`src/rtl/posit_normalize_prod_pipe.sv`:
```
// Three-stage posit normaliser/rounder for a multiplier product (sign, scale, fraction).
// Define POSIT_NORM_SATURATE_EN to clamp out-of-range scales to maxpos/minpos instead of NaR/zero.
module posit_normalize_prod_pipe #(
  parameter int NBITS   = 32,
  parameter int ES      = 3,
  parameter int SCALE_W = 10,
  parameter int FRAC_W  = 54
) (
  input  logic               clk,
  input  logic               rst_n,
  input  logic               in_valid,
  output logic               in_ready,
  input  logic               in_sgn,
  input  logic [SCALE_W-1:0] in_scale,
  input  logic [FRAC_W-1:0]  in_fraction,
  input  logic               in_truncated,
  input  logic               in_inf,
  input  logic               in_zero,
  output logic               out_valid,
  input  logic               out_ready,
  output logic [NBITS-1:0]   out_result,
  output logic               out_inf,
  output logic               out_zero
);

  localparam int MW = NBITS - 1;
  localparam int XW = 2 + ES + FRAC_W + NBITS;
  localparam logic signed [SCALE_W-1:0] MAX_SCALE = SCALE_W'((2**ES) * (NBITS - 2));
  localparam logic signed [SCALE_W-1:0] MIN_SCALE = -MAX_SCALE;

  function automatic logic [MW-1:0] round_rne(input logic [MW-1:0] mag, input logic guard,
                                              input logic sticky);
    logic [MW:0] sum;
    sum = {1'b0, mag} + (MW+1)'(guard & (sticky | mag[0]));
    if (sum[MW]) return {MW{1'b1}};
    if (sum[MW-1:0] == '0) return MW'(1);
    return sum[MW-1:0];
  endfunction

  function automatic logic [NBITS-1:0] apply_sign(input logic sgn, input logic [MW-1:0] mag);
    logic [NBITS-1:0] v;
    v = {1'b0, mag};
    return sgn ? (~v + NBITS'(1)) : v;
  endfunction

  logic vld_p1_q, vld_p2_q, vld_p3_q;
  logic ld1, ld2, ld3;

  assign ld3       = ~vld_p3_q | out_ready;
  assign ld2       = ~vld_p2_q | ld3;
  assign ld1       = ~vld_p1_q | ld2;
  assign in_ready  = ld1;
  assign out_valid = vld_p3_q;

  // ---- S1: regime/exponent split and range flags
  logic signed [SCALE_W-1:0] scale_s, k_d;
  logic                      ovf_d, unf_d;
  logic signed [SCALE_W-1:0] k_p1_q;
  logic [ES-1:0]             e_p1_q;
  logic [FRAC_W-1:0]         frac_p1_q;
  logic                      sgn_p1_q, trunc_p1_q, inf_p1_q, zero_p1_q, ovf_p1_q, unf_p1_q;

  assign scale_s = $signed(in_scale);
  assign k_d     = scale_s >>> ES;
  assign ovf_d   = scale_s > MAX_SCALE;
  assign unf_d   = scale_s < MIN_SCALE;

  always_ff @(posedge clk) begin
    if (ld1 && in_valid) begin
      sgn_p1_q   <= in_sgn;
      k_p1_q     <= k_d;
      e_p1_q     <= in_scale[ES-1:0];
      frac_p1_q  <= in_fraction;
      trunc_p1_q <= in_truncated;
      inf_p1_q   <= in_inf;
      zero_p1_q  <= in_zero;
      ovf_p1_q   <= ovf_d;
      unf_p1_q   <= unf_d;
    end
  end

  // ---- S2: regime shift, guard/sticky, round to nearest even
  logic [SCALE_W-1:0]    sh;
  logic signed [XW-1:0]  x, xs;
  logic [MW-1:0]         mag_d, mag_p2_q;
  logic                  guard, sticky;
  logic                  sgn_p2_q, inf_p2_q, zero_p2_q, ovf_p2_q, unf_p2_q;

  always_comb begin
    // Leading {1,0} sign-extended by k gives k+1 ones then 0; {0,1} shifted by -k-1 gives -k zeros then 1.
    sh     = k_p1_q[SCALE_W-1] ? ~k_p1_q : k_p1_q;
    x      = {~k_p1_q[SCALE_W-1], k_p1_q[SCALE_W-1], e_p1_q, frac_p1_q, {NBITS{1'b0}}};
    xs     = x >>> sh;
    guard  = xs[XW-MW-1];
    sticky = (|xs[XW-MW-2:0]) | trunc_p1_q;
    mag_d  = round_rne(xs[XW-1 -: MW], guard, sticky);
  end

  always_ff @(posedge clk) begin
    if (ld2 && vld_p1_q) begin
      sgn_p2_q  <= sgn_p1_q;
      mag_p2_q  <= mag_d;
      inf_p2_q  <= inf_p1_q;
      zero_p2_q <= zero_p1_q;
      ovf_p2_q  <= ovf_p1_q;
      unf_p2_q  <= unf_p1_q;
    end
  end

  // ---- S3: specials, range handling, sign
  logic [NBITS-1:0] res_d, res_q;
  logic             oinf_d, ozero_d, oinf_q, ozero_q;

  always_comb begin
    res_d   = apply_sign(sgn_p2_q, mag_p2_q);
    oinf_d  = 1'b0;
    ozero_d = 1'b0;
    if (inf_p2_q) begin
      res_d  = {1'b1, {MW{1'b0}}};
      oinf_d = 1'b1;
    end else if (zero_p2_q) begin
      res_d   = '0;
      ozero_d = 1'b1;
    end else if (ovf_p2_q) begin
`ifdef POSIT_NORM_SATURATE_EN
      res_d  = apply_sign(sgn_p2_q, {MW{1'b1}});
`else
      res_d  = {1'b1, {MW{1'b0}}};
      oinf_d = 1'b1;
`endif
    end else if (unf_p2_q) begin
`ifdef POSIT_NORM_SATURATE_EN
      res_d   = apply_sign(sgn_p2_q, MW'(1));
`else
      res_d   = '0;
      ozero_d = 1'b1;
`endif
    end
  end

  always_ff @(posedge clk or negedge rst_n) begin
    if (!rst_n) begin
      vld_p1_q <= 1'b0;
      vld_p2_q <= 1'b0;
      vld_p3_q <= 1'b0;
      res_q    <= '0;
      oinf_q   <= 1'b0;
      ozero_q  <= 1'b0;
    end else begin
      if (ld1) vld_p1_q <= in_valid;
      if (ld2) vld_p2_q <= vld_p1_q;
      if (ld3) vld_p3_q <= vld_p2_q;
      if (ld3 && vld_p2_q) begin
        res_q   <= res_d;
        oinf_q  <= oinf_d;
        ozero_q <= ozero_d;
      end
    end
  end

  assign out_result = res_q;
  assign out_inf    = oinf_q;
  assign out_zero   = ozero_q;

endmodule

```
`config.mk`:
```
export PLATFORM = sky130hd
export DESIGN_NAME = posit_normalize_prod_pipe
export DESIGN_NICKNAME = d
export VERILOG_FILES = /design/src/rtl/posit_normalize_prod_pipe.sv
export SDC_FILE = /design/constraint.sdc
export NUM_CORES = 1
export LEC_CHECK = 0
export ABC_CLOCK_PERIOD_IN_PS = 6000
export CORE_ASPECT_RATIO = 1.75
export CORE_MARGIN = 5
export CORE_UTILIZATION = 45
export DETAILED_ROUTE_END_ITERATION = 10
export PLACE_DENSITY = 0.63
export SKIP_LAST_GASP = 1
export SYNTH_ARGS = -nofsm -noshare
export SYNTH_HDL_FRONTEND = slang
export SYNTH_SLANG_ARGS = --single-unit
export TNS_END_PERCENT = 5
```
`constraint.sdc`:
```
create_clock -name clk -period 6 [get_ports clk]
set_input_delay 1.5 -clock clk [delete_from_list [all_inputs] [get_ports clk]]
set_output_delay 1.5 -clock clk [all_outputs]
set_load 0.02 [all_outputs]
```
==> results of run 1 <==
-- sequential cells by signal, indices dropped and copies added, names as in the netlist --
name,count
k_p1_q,7
frac_p1_q,54
unf_p1_q,1
ovf_p1_q,1
ovf_p2_q,1
sgn_p1_q,1
zero_p1_q,1
inf_p2_q,1
sgn_p2_q,1
out_valid,1
vld_p2_q,1
out_inf,1
unf_p2_q,1
e_p1_q,3
zero_p2_q,1
out_result,32
trunc_p1_q,1
inf_p1_q,1
vld_p1_q,1
out_zero,1
mag_p2_q,31
-- final cells by class --
type                            instances  area (um^2)
Clock buffer                           18          450
Tap cell                              387          484
Sequential cell                       143         4110
Inverter                               24         90.1
Fill cell                            2857        13800
Multi-Input combinational cell       1279         8720
Timing Repair Buffer                  237         2090
Antenna cell                            2         5.00
Clock inverter                         14          166
-- routing by layer --
layer / vias to the layer above / global-route usage / routed length, um
li1: 6386 / - / -
met2: 790 / 0.624 / 30100
met3: 306 / 0.0627 / 3540
met1: 6723 / 0.330 / 18800
met4: 0 / 0.295 / 6250
met5: - / 0 / 0
-- worst min-delay path by stage --
stage,startpoint,to,slack (ns),cells past startpoint
finish,inf_p1_q,inf_p2_q,0.42,0
global placement,inf_p1_q,inf_p2_q,0.40,0
floorplan,inf_p1_q,inf_p2_q,0.40,0
CTS,inf_p1_q,inf_p2_q,0.42,0
global route,sgn_p1_q,sgn_p2_q,0.43,0
detailed placement,inf_p1_q,inf_p2_q,0.41,0
-- cells by family after synthesis --
logic type / after synthesis / synth area share
simple gates: 550 / 0.210
compound gates: 534 / 0.276
buf+inv: 152 / 0.0571
flops: 143 / 0.302
mux: 137 / 0.116
xor+xnor: 52 / 0.0341
fa+ha+maj: 6 / 0.00497
-- synth_stat cells, types with 19 or more instances --
master / instances
a21oi_1: 70
a221oi_1: 19
a22oi_1: 27
buf_2: 28
clkbuf_1: 66
dfrtp_1: 37
edfxtp_1: 106
inv_1: 21
mux2_2: 35
mux2i_1: 82
nand2_1: 174
nand2b_1: 25
nand3_1: 38
nor2_1: 119
nor2b_1: 20
nor3_1: 34
o21ai_0: 110
o22ai_1: 84
o31ai_1: 24
xor2_1: 35
-- per-stage QoR --
stage,hold WS (ns),util
after floorplan,0.400,-
after global placement,0.403,0.517
after detailed placement,0.407,0.517
after CTS,0.418,0.538
after global routing,0.434,0.538
final,0.417,0.538
-- power by group through the flow --
| stage | registers (mW) | logic (mW) | clock network, mW |
|---|---|---|---|
| 6_report | 1.27 | 1.51 | 1.13 |
| 5_1_grt | 1.29 | 1.60 | 1.20 |
| 4_1_cts | 1.27 | 1.47 | 1.15 |
| 3_5_place_dp | 1.29 | 1.46 | 0 |
| 3_3_place_gp | 1.29 | 1.46 | 0 |
| 2_1_floorplan | 1.27 | 0.901 | 0 |
==> impl_metrics.csv, run 1 <==
group,metric,value,unit
drt,routed_wl,58700,um
floorplanning,fp.dieH,240,um
global_route,grt_pass1_wl,87300,um
sta,fin_ws,0.260,ns
power,ir_drop,225,uV
worst_setup_path,worstRegToRegCells,14,
sta,maxSlewViolCount,3,
power,power_frac_seq,0.325,
worst_setup_path,crit_required,6.28,ns
worst_setup_path,critPathCaptureType,"register",
sta,finalSetupTns,0,ns
synthesis,syn_inst,1574,
cts,clk_latency,0.47,ns
cells_and_area,fin_area,16100,um^2
synthesis,yosysSeqAreaShare,0.302,
synthesis,synthDistinctLibCells,114,
drt,avgViaCountPerCell,6.75,
worst_setup_path,start_kind,"register",
drt,wl_per_cell,27.9,um
global_route,grtUsageTotal,0.344,
sta,clock_skew,0.0161,ns
flow_run,drv_cap,1,
global_route,grt-ovfl-total,0,
floorplanning,initial_utilization,0.454,
worst_setup_path,path_max_fanout,16,
power,netSwitchingPower,1.55,mW
min_path,min_path_type,"reg -> reg",
worst_setup_path,rr_endpoint,"mag_p2_q[0]",
drt,ant_nets,0,
synthesis,synth-edff-count,106,
synthesis,syn_nets,1648,
worst_setup_path,critPathCapture,"mag_p2_q[0]",
placed_design,dp_slack,0.600,ns
power,leakage,6.08,nW
run_status,status,"finished with violations",
cts,cts_resized,0,
power,p_total,3.92,mW
power,p_int,2.37,mW
cts,post_cts_buffers,0,
placed_design,dp_hpwl,45900,um
cts,clockBufferDepth,2,
floorplanning,chipWidth,141,um
sta,hold_viol_final,0,
global_route,grt_max_degree,73,
placed_design,place_inst,2070,
sta,min_period,5.74,ns
cells_and_area,layout_commonest_cell,"nand2_1",
worst_setup_path,cp_slowest_cell,"nor4_1",
worst_setup_path,crit_path_start,"k_p1_q[6]",
cells_and_area,instances_no_fill,2104,
cts,numClockSinks,143,
cells_and_area,final_nets,1776,
synthesis,async_flop_share,0.259,
power,swShare,0.395,
worst_setup_path,cpPeakStageDelay,1.40,ns
sta,finalSetupViolations,0,
cts,cts-buffers-inserted,17,
worst_setup_path,r2r_start,"k_p1_q[6]",
run_status,violations,"capacitance limit, slew limit",
floorplanning,coreArea,30000,um^2
cells_and_area,final_cell_mix,"174 x nand2_1, 126 x buf_4, 119 x nor2_1",
cts,holdBufCountCts,0,
drt,first_pass_iters,5,
sta,max_freq,0.174,GHz
synthesis,syn_area,13600,um^2
drt,drtIter0Drc,1254,
worst_setup_path,crit_chain,"or3b_1, buf_4, o22ai_1, nor4_1, o21ai_0, and3_1, nor4_2, nand3_1, nor2_1, and4_1, xor2_1, o21ai_1, or4b_1, o311ai_1",
synthesis,synthFlopType,"edfxtp_1",
worst_setup_path,r2r_slack,0.26,ns
floorplanning,rows,84,
worst_setup_path,worst-path-stages,14,
sta,fin_crit_sh,0.957,
sta,rsz0062_at_grt,"no",
worst_setup_path,crit_arrival,6.02,ns
power,power_frac_clock,0.289,
worst_setup_path,cp_top_family,"simple AND/OR/NAND/NOR gates",
placed_design,routabilityCongestion,1.04,
cts,clk_pin_slew,0.07,ns
synthesis,synth_top_cell_by_area,"edfxtp_1",
floorplanning,ioPinCount,108,
worst_setup_path,worstSetupPathType,"reg -> reg",
global_route,antenna_found_initial,0,
cts,ctsRootBufferMaster,"clkbuf_16",
power,p_per_area,243,nW/um^2
cts,cts_tree,"done",
synthesis,postSynthAreaPerCell,8.64,um^2
cells_and_area,final_layout_size_suffix_gt1_frac,0.157,
synthesis,synth.top_cell.area_share,0.234,
placed_design,dpl_cell_area,15500,um^2
cells_and_area,area_delta_synth_final,18.6,%
placed_design,port-buffer-count,107,
synthesis,synth.area.top_cells,"edfxtp_1 23%, dfrtp_1 6.8%, mux2i_1 6.0%",
worst_setup_path,path_buf_inv,1,
drt,drcViolationCount,0,
sta,slew-limit-headroom,-0.150,
global_route,grt_pass1_vias,14300,
drt,route.vias.total,14200,
cts,htreeDepth,4,
synthesis,synth_warnings,0,
synthesis,ys_ff_latch,143,
power,comb_power_share,0.386,
sta,max_slew.worst_pin.slew,1.71,ns
floorplanning,die_area,33900,um^2
Power figures use the tool's default switching activity.
==> run 2: changes to the inputs <==
--- a/config.mk
+++ b/config.mk
@@ -8,9 +8,10 @@
 export ABC_CLOCK_PERIOD_IN_PS = 6000
 export CORE_ASPECT_RATIO = 1.75
 export CORE_MARGIN = 5
-export CORE_UTILIZATION = 45
+export CORE_UTILIZATION = 39
+export CTS_BUF_LIST = sky130_fd_sc_hd__clkbuf_8
 export DETAILED_ROUTE_END_ITERATION = 10
-export PLACE_DENSITY = 0.63
+export PLACE_DENSITY = 0.56
 export SKIP_LAST_GASP = 1
 export SYNTH_ARGS = -nofsm -noshare
 export SYNTH_HDL_FRONTEND = slang
==> run 2 against run 1 <==
Against the previous run: the flow now finishes without violations; global-route usage down 4.8 points; clock power down 29%; via count fell by 0.75%; setup slack worse by 0.016 ns; power decreased by 8.0%.
==> impl_metrics.csv, run 2 (same netlist as run 1, synthesis figures left out) <==
group,metric,value,unit
cts,htreeDepth,4,
cells_and_area,final_nets,1810,
floorplanning,rows,90,
placed_design,routabilityCongestion,1.10,
cts,post_cts_buffers,0,
worst_setup_path,crit_path_start,"k_p1_q[0]",
cells_and_area,final_layout_size_suffix_gt1_frac,0.173,
sta,max_freq,0.174,GHz
power,p_total,3.61,mW
floorplanning,die_area,38800,um^2
sta,fin_crit_sh,0.959,
placed_design,port-buffer-count,107,
cells_and_area,post-route-util,0.470,
placed_design,dp_slack,0.352,ns
power,swShare,0.413,
sta,slew-limit-headroom,0.224,
power,comb_power_share,0.427,
power,p_per_area,222,nW/um^2
cells_and_area,instances_no_fill,2209,
cts,clk_pin_slew,0.10,ns
floorplanning,ioPinCount,108,
cells_and_area,final_cell_mix,"174 x nand2_1, 161 x buf_4, 119 x nor2_1",
cts,cts_resized,0,
drt,drtIter0Drc,1191,
drt,route.vias.total,14100,
floorplanning,initial_utilization,0.395,
flow_run,drv_cap,0,
drt,ant_nets,0,
global_route,grt_pass1_vias,13800,
placed_design,dpl_cell_area,15800,um^2
sta,rsz0062_at_grt,"no",
floorplanning,fp.dieH,257,um
min_path,worstHoldStart,"sgn_p1_q",
sta,max_slew.worst_pin.slew,1.15,ns
cts,cts_tree,"done",
cts,numClockSinks,143,
power,power_frac_seq,0.352,
global_route,grt_max_degree,61,
cells_and_area,area_delta_synth_final,19.2,%
drt,routed_wl,58500,um
worst_setup_path,path_max_fanout,34,
sta,fin_ws,0.244,ns
drt,avgViaCountPerCell,6.38,
sta,finalSetupViolations,0,
cts,clk_latency,0.52,ns
run_status,status,"completed",
power,p_int,2.12,mW
sta,finalSetupTns,0,ns
sta,holdWs,0.425,ns
power,ir_drop,152,uV
worst_setup_path,crit_arrival,6.07,ns
cts,ctsRootBufferMaster,"clkbuf_8",
floorplanning,chipWidth,151,um
power,power_frac_clock,0.222,
cts,clockBufferDepth,2,
worst_setup_path,start_kind,"register",
worst_setup_path,r2r_slack,0.24,ns
drt,wl_per_cell,26.5,um
sta,hold_viol_final,0,
worst_setup_path,critPathCaptureType,"register",
sta,maxSlewViolCount,0,
power,netSwitchingPower,1.49,mW
global_route,grt-ovfl-total,0,
cells_and_area,layout_commonest_cell,"nand2_1",
floorplanning,coreArea,34500,um^2
cells_and_area,fin_area,16200,um^2
sta,clock_skew,0.0193,ns
cts,cts-buffers-inserted,17,
worst_setup_path,crit_required,6.32,ns
global_route,grt_pass1_wl,85900,um
power,leakage,6.14,nW
cells_and_area,top_register,"frac_p1_q",
placed_design,place_inst,2167,
sta,min_period,5.76,ns
global_route,grtUsageTotal,0.297,
worst_setup_path,r2r_start,"k_p1_q[0]",
cts,holdBufCountCts,0,
global_route,antenna_found_initial,2,
drt,first_pass_iters,6,
min_path,min_path_type,"reg -> reg",
worst_setup_path,worstSetupPathType,"reg -> reg",
worst_setup_path,crit_chain,"buf_12, buf_4, mux2i_1, a221oi_2, nand2_1, o221ai_1, o21ai_1, o221a_2, inv_1, ha_1, inv_1, nor3_1, o211ai_1, a21oi_1, and2_1, buf_4, a311oi_1, o21ai_1, or4b_1, o311ai_1",
placed_design,dp_hpwl,46200,um
worst_setup_path,cpPeakStageDelay,0.62,ns
cells_and_area,largest_register_ffs,54,
cells_and_area,n_antenna_cell,0,
worst_setup_path,cp_slowest_cell,"mux2i_1",
drt,drcViolationCount,0,
==> run 2: power by group through the flow <==
stage / combinational (mW) / sequential [mW] / clock, mW
after floorplan: 0.901 / 1.27 / 0
after global placement: 1.49 / 1.29 / 0
after detailed placement: 1.49 / 1.29 / 0
after CTS: 1.49 / 1.27 / 0.819
after global routing: 1.63 / 1.28 / 0.863
final: 1.54 / 1.27 / 0.799
==> run 2: worst paths after layout <==
check | to | depth (start not counted)
worst max-delay path | mag_p2_q[0] | 20
worst min-delay path | sgn_p2_q | 0
worst max register to register | mag_p2_q[0] | 20
worst min register to register | sgn_p2_q | 0
max in group asynchronous | out_result[5] | 1
min in group asynchronous | out_zero | 1
==> run 2: worst max-delay path: cells and delay by family, from the launching register on <==
kind | cells | cell delay (ns)
AO/OA/AOI/OAI | 9 | 2.19
adder cells (fa/ha/maj) | 1 | 0.18
buffers and inverters | 5 | 0.93
flip-flops | 1 | 0.39
multiplexers | 1 | 0.62
AND/OR/NAND/NOR | 4 | 1.25
==> run 2: layout make-up <==
class | count | area, um^2
Fill cell | 3450 | 18200
Multi-Input combinational cell | 1279 | 8720
Sequential cell | 143 | 4110
Timing Repair Buffer | 271 | 2330
Tap cell | 460 | 576
Clock buffer | 17 | 234
Clock inverter | 15 | 149
Inverter | 24 | 90.1
==> run 2: layer usage <==
| layer | wire length [um] | track usage |
|---|---|---|
| met5 | 30 | 0 |
| met3 | 3110 | 0.0470 |
| met1 | 19200 | 0.288 |
| met4 | 5850 | 0.249 |
| met2 | 30300 | 0.534 |
==> run 3: changes to the inputs <==
--- a/config.mk
+++ b/config.mk
@@ -5,9 +5,9 @@
 export SDC_FILE = /design/constraint.sdc
 export NUM_CORES = 1
 export LEC_CHECK = 0
-export ABC_CLOCK_PERIOD_IN_PS = 6000
+export ABC_CLOCK_PERIOD_IN_PS = 6900
 export CORE_ASPECT_RATIO = 1.75
-export CORE_MARGIN = 5
+export CORE_MARGIN = 1
 export CORE_UTILIZATION = 39
 export CTS_BUF_LIST = sky130_fd_sc_hd__clkbuf_8
 export DETAILED_ROUTE_END_ITERATION = 10
==> constraint.sdc (replaced) <==
create_clock -name clk -period 6.9 [get_ports clk]
set_input_delay 1.725 -clock clk [delete_from_list [all_inputs] [get_ports clk]]
set_output_delay 1.725 -clock clk [all_outputs]
set_load 0.02 [all_outputs]
==> run 3 against run 2 <==
Against the previous run: core utilization fell by 1.5 points; first-iteration DRC count fell by 12%; combinational power fell by 16%; sequential power decreased by 13%; clock power shrank 13%; cell count fell by 3.2%; die area down 8.2%.
==> impl_metrics.csv, run 3 (same netlist as run 1, synthesis figures left out) <==
group,metric,value,unit
run_status,status,"completed",
drt,routed_wl,60100,um
cells_and_area,final_nets,1739,
worst_setup_path,crit_required,7.22,ns
worst_setup_path,cp_slowest_cell,"nor4_2",
power,ir_drop,140,uV
floorplanning,initial_utilization,0.395,
cts,clockBufferDepth,2,
drt,drcViolationCount,0,
floorplanning,fp.dieH,249,um
sta,clock_skew,0.0160,ns
placed_design,routabilityCongestion,1.06,
drt,drtIter0Drc,1046,
drt,avgViaCountPerCell,6.53,
cells_and_area,post-route-util,0.455,
drt,met3_length,3880,um
floorplanning,coreArea,34500,um^2
drt,met2_length,30800,um
floorplanning,rows,90,
power,p_total,3.10,mW
drt,wl_per_cell,28.1,um
placed_design,place_inst,2105,
sta,finalSetupViolations,0,
global_route,grt_pass1_vias,13900,
worst_setup_path,cpPeakStageDelay,1.04,ns
sta,maxSlewViolCount,0,
cells_and_area,instances_no_fill,2139,
drt,highest_layer,"met4",
floorplanning,ioPinCount,108,
cells_and_area,area_delta_synth_final,15.4,%
worst_setup_path,path_common_cell,"o22ai_1",
worst_setup_path,start_kind,"register",
sta,max_freq,0.150,GHz
power,leakage,5.79,nW
cts,numClockSinks,143,
cts,htreeDepth,4,
global_route,grtUsageTotal,0.345,
power,p_per_area,198,nW/um^2
worst_setup_path,crit_arrival,6.99,ns
worst_setup_path,worstSetupPathType,"reg -> reg",
cells_and_area,final_layout_size_suffix_gt1_frac,0.139,
worst_setup_path,crit_chain,"or3_1, o22ai_1, nor4_2, o22ai_1, a211oi_2, o2111a_1, nor2_1, nor3_1, and4_1, xor2_1, o21ai_1, or4b_1, o311ai_1",
cts,clk_latency,0.52,ns
cts,post_cts_buffers,0,
floorplanning,die_area,35600,um^2
cells_and_area,final-seq-area,4110,um^2
cts,ctsRootBufferMaster,"clkbuf_8",
placed_design,port-buffer-count,107,
placed_design,dp_hpwl,46400,um
cells_and_area,final_cell_mix,"174 x nand2_1, 119 x nor2_1, 110 x o21ai_0",
sta,hold_viol_final,0,
sta,holdWs,0.421,ns
sta,rsz0062_at_grt,"no",
drt,ant_nets,0,
drt,first_pass_iters,5,
worst_setup_path,path_buf_inv,0,
global_route,grt_pass1_wl,88700,um
min_path,min_path_type,"reg -> reg",
global_route,grt_max_degree,61,
cts,cts_resized,0,
drt,route.vias.total,14000,
floorplanning,chipWidth,143,um
sta,fin_crit_sh,0.967,
global_route,antenna_found_initial,1,
cells_and_area,largest_register_ffs,54,
worst_setup_path,critPathCaptureType,"register",
flow_run,drv_cap,0,
cells_and_area,layout_commonest_cell,"nand2_1",
cells_and_area,multi_input_area,8730,um^2
cts,holdBufCountCts,0,
cts,cts_tree,"done",
sta,finalSetupTns,0,ns
cts,cts-buffers-inserted,17,
worst_setup_path,cp_top_family,"simple AND/OR/NAND/NOR gates",
global_route,grt-ovfl-total,0,
worst_setup_path,path_max_fanout,22,
sta,max_slew.worst_pin.slew,1.19,ns
drt,m1WireLength,19200,um
cts,clk_pin_slew,0.10,ns
cells_and_area,top_register,"frac_p1_q",
sta,slew-limit-headroom,0.203,
cells_and_area,num-fill-cells,3538,
sta,min_period,6.67,ns
## run 3: final timing paths
kind	startpoint	to	slack, ns	cells after the start
worst max-delay path	k_p1_q[1]	mag_p2_q[0]	0.23	13
worst min-delay path	zero_p1_q	zero_p2_q	0.42	0
worst max register to register	k_p1_q[1]	mag_p2_q[0]	0.23	13
worst min register to register	zero_p1_q	zero_p2_q	0.42	0
max in group asynchronous	rst_n	out_result[10]	5.07	1
min in group asynchronous	rst_n	out_inf	1.29	1
## run 3: layout make-up
cell class              instances  share of cell area
diodes                          1            0.000160
well taps                     460              0.0367
flip-flops and latches        143               0.262
inverters                      24             0.00574
clock inverters                15             0.00933
multi-input cells            1279               0.556
clock buffers                  17              0.0149
repair buffers                200               0.115
## run 3: power by group
part / switching, mW / internal, mW
Clock: 0.403 / 0.296
Sequential: 0.0883 / 1.02
Combinational: 0.817 / 0.474
## run 3: through the flow
stage,instance area [um^2],setup WS [ns]
finish,15700,0.230
CTS,15700,0.754
global placement,15300,0.802
floorplan,13600,2.07
detailed placement,15300,0.821
global route,15700,0.0518
## run 3: routing by layer
layer	track usage	vias to the layer above
li1	-	6296
met1	0.322	6716
met2	0.614	692
met3	0.0729	257
met4	0.316	0
met5	0	-
## run 3: worst reg2reg max path, delay by kind of cell (launching register included)
family	cells	cell delay, ns
compound gates	6	2.41
xor+xnor	1	0.33
flops	1	0.91
simple gates	6	2.82
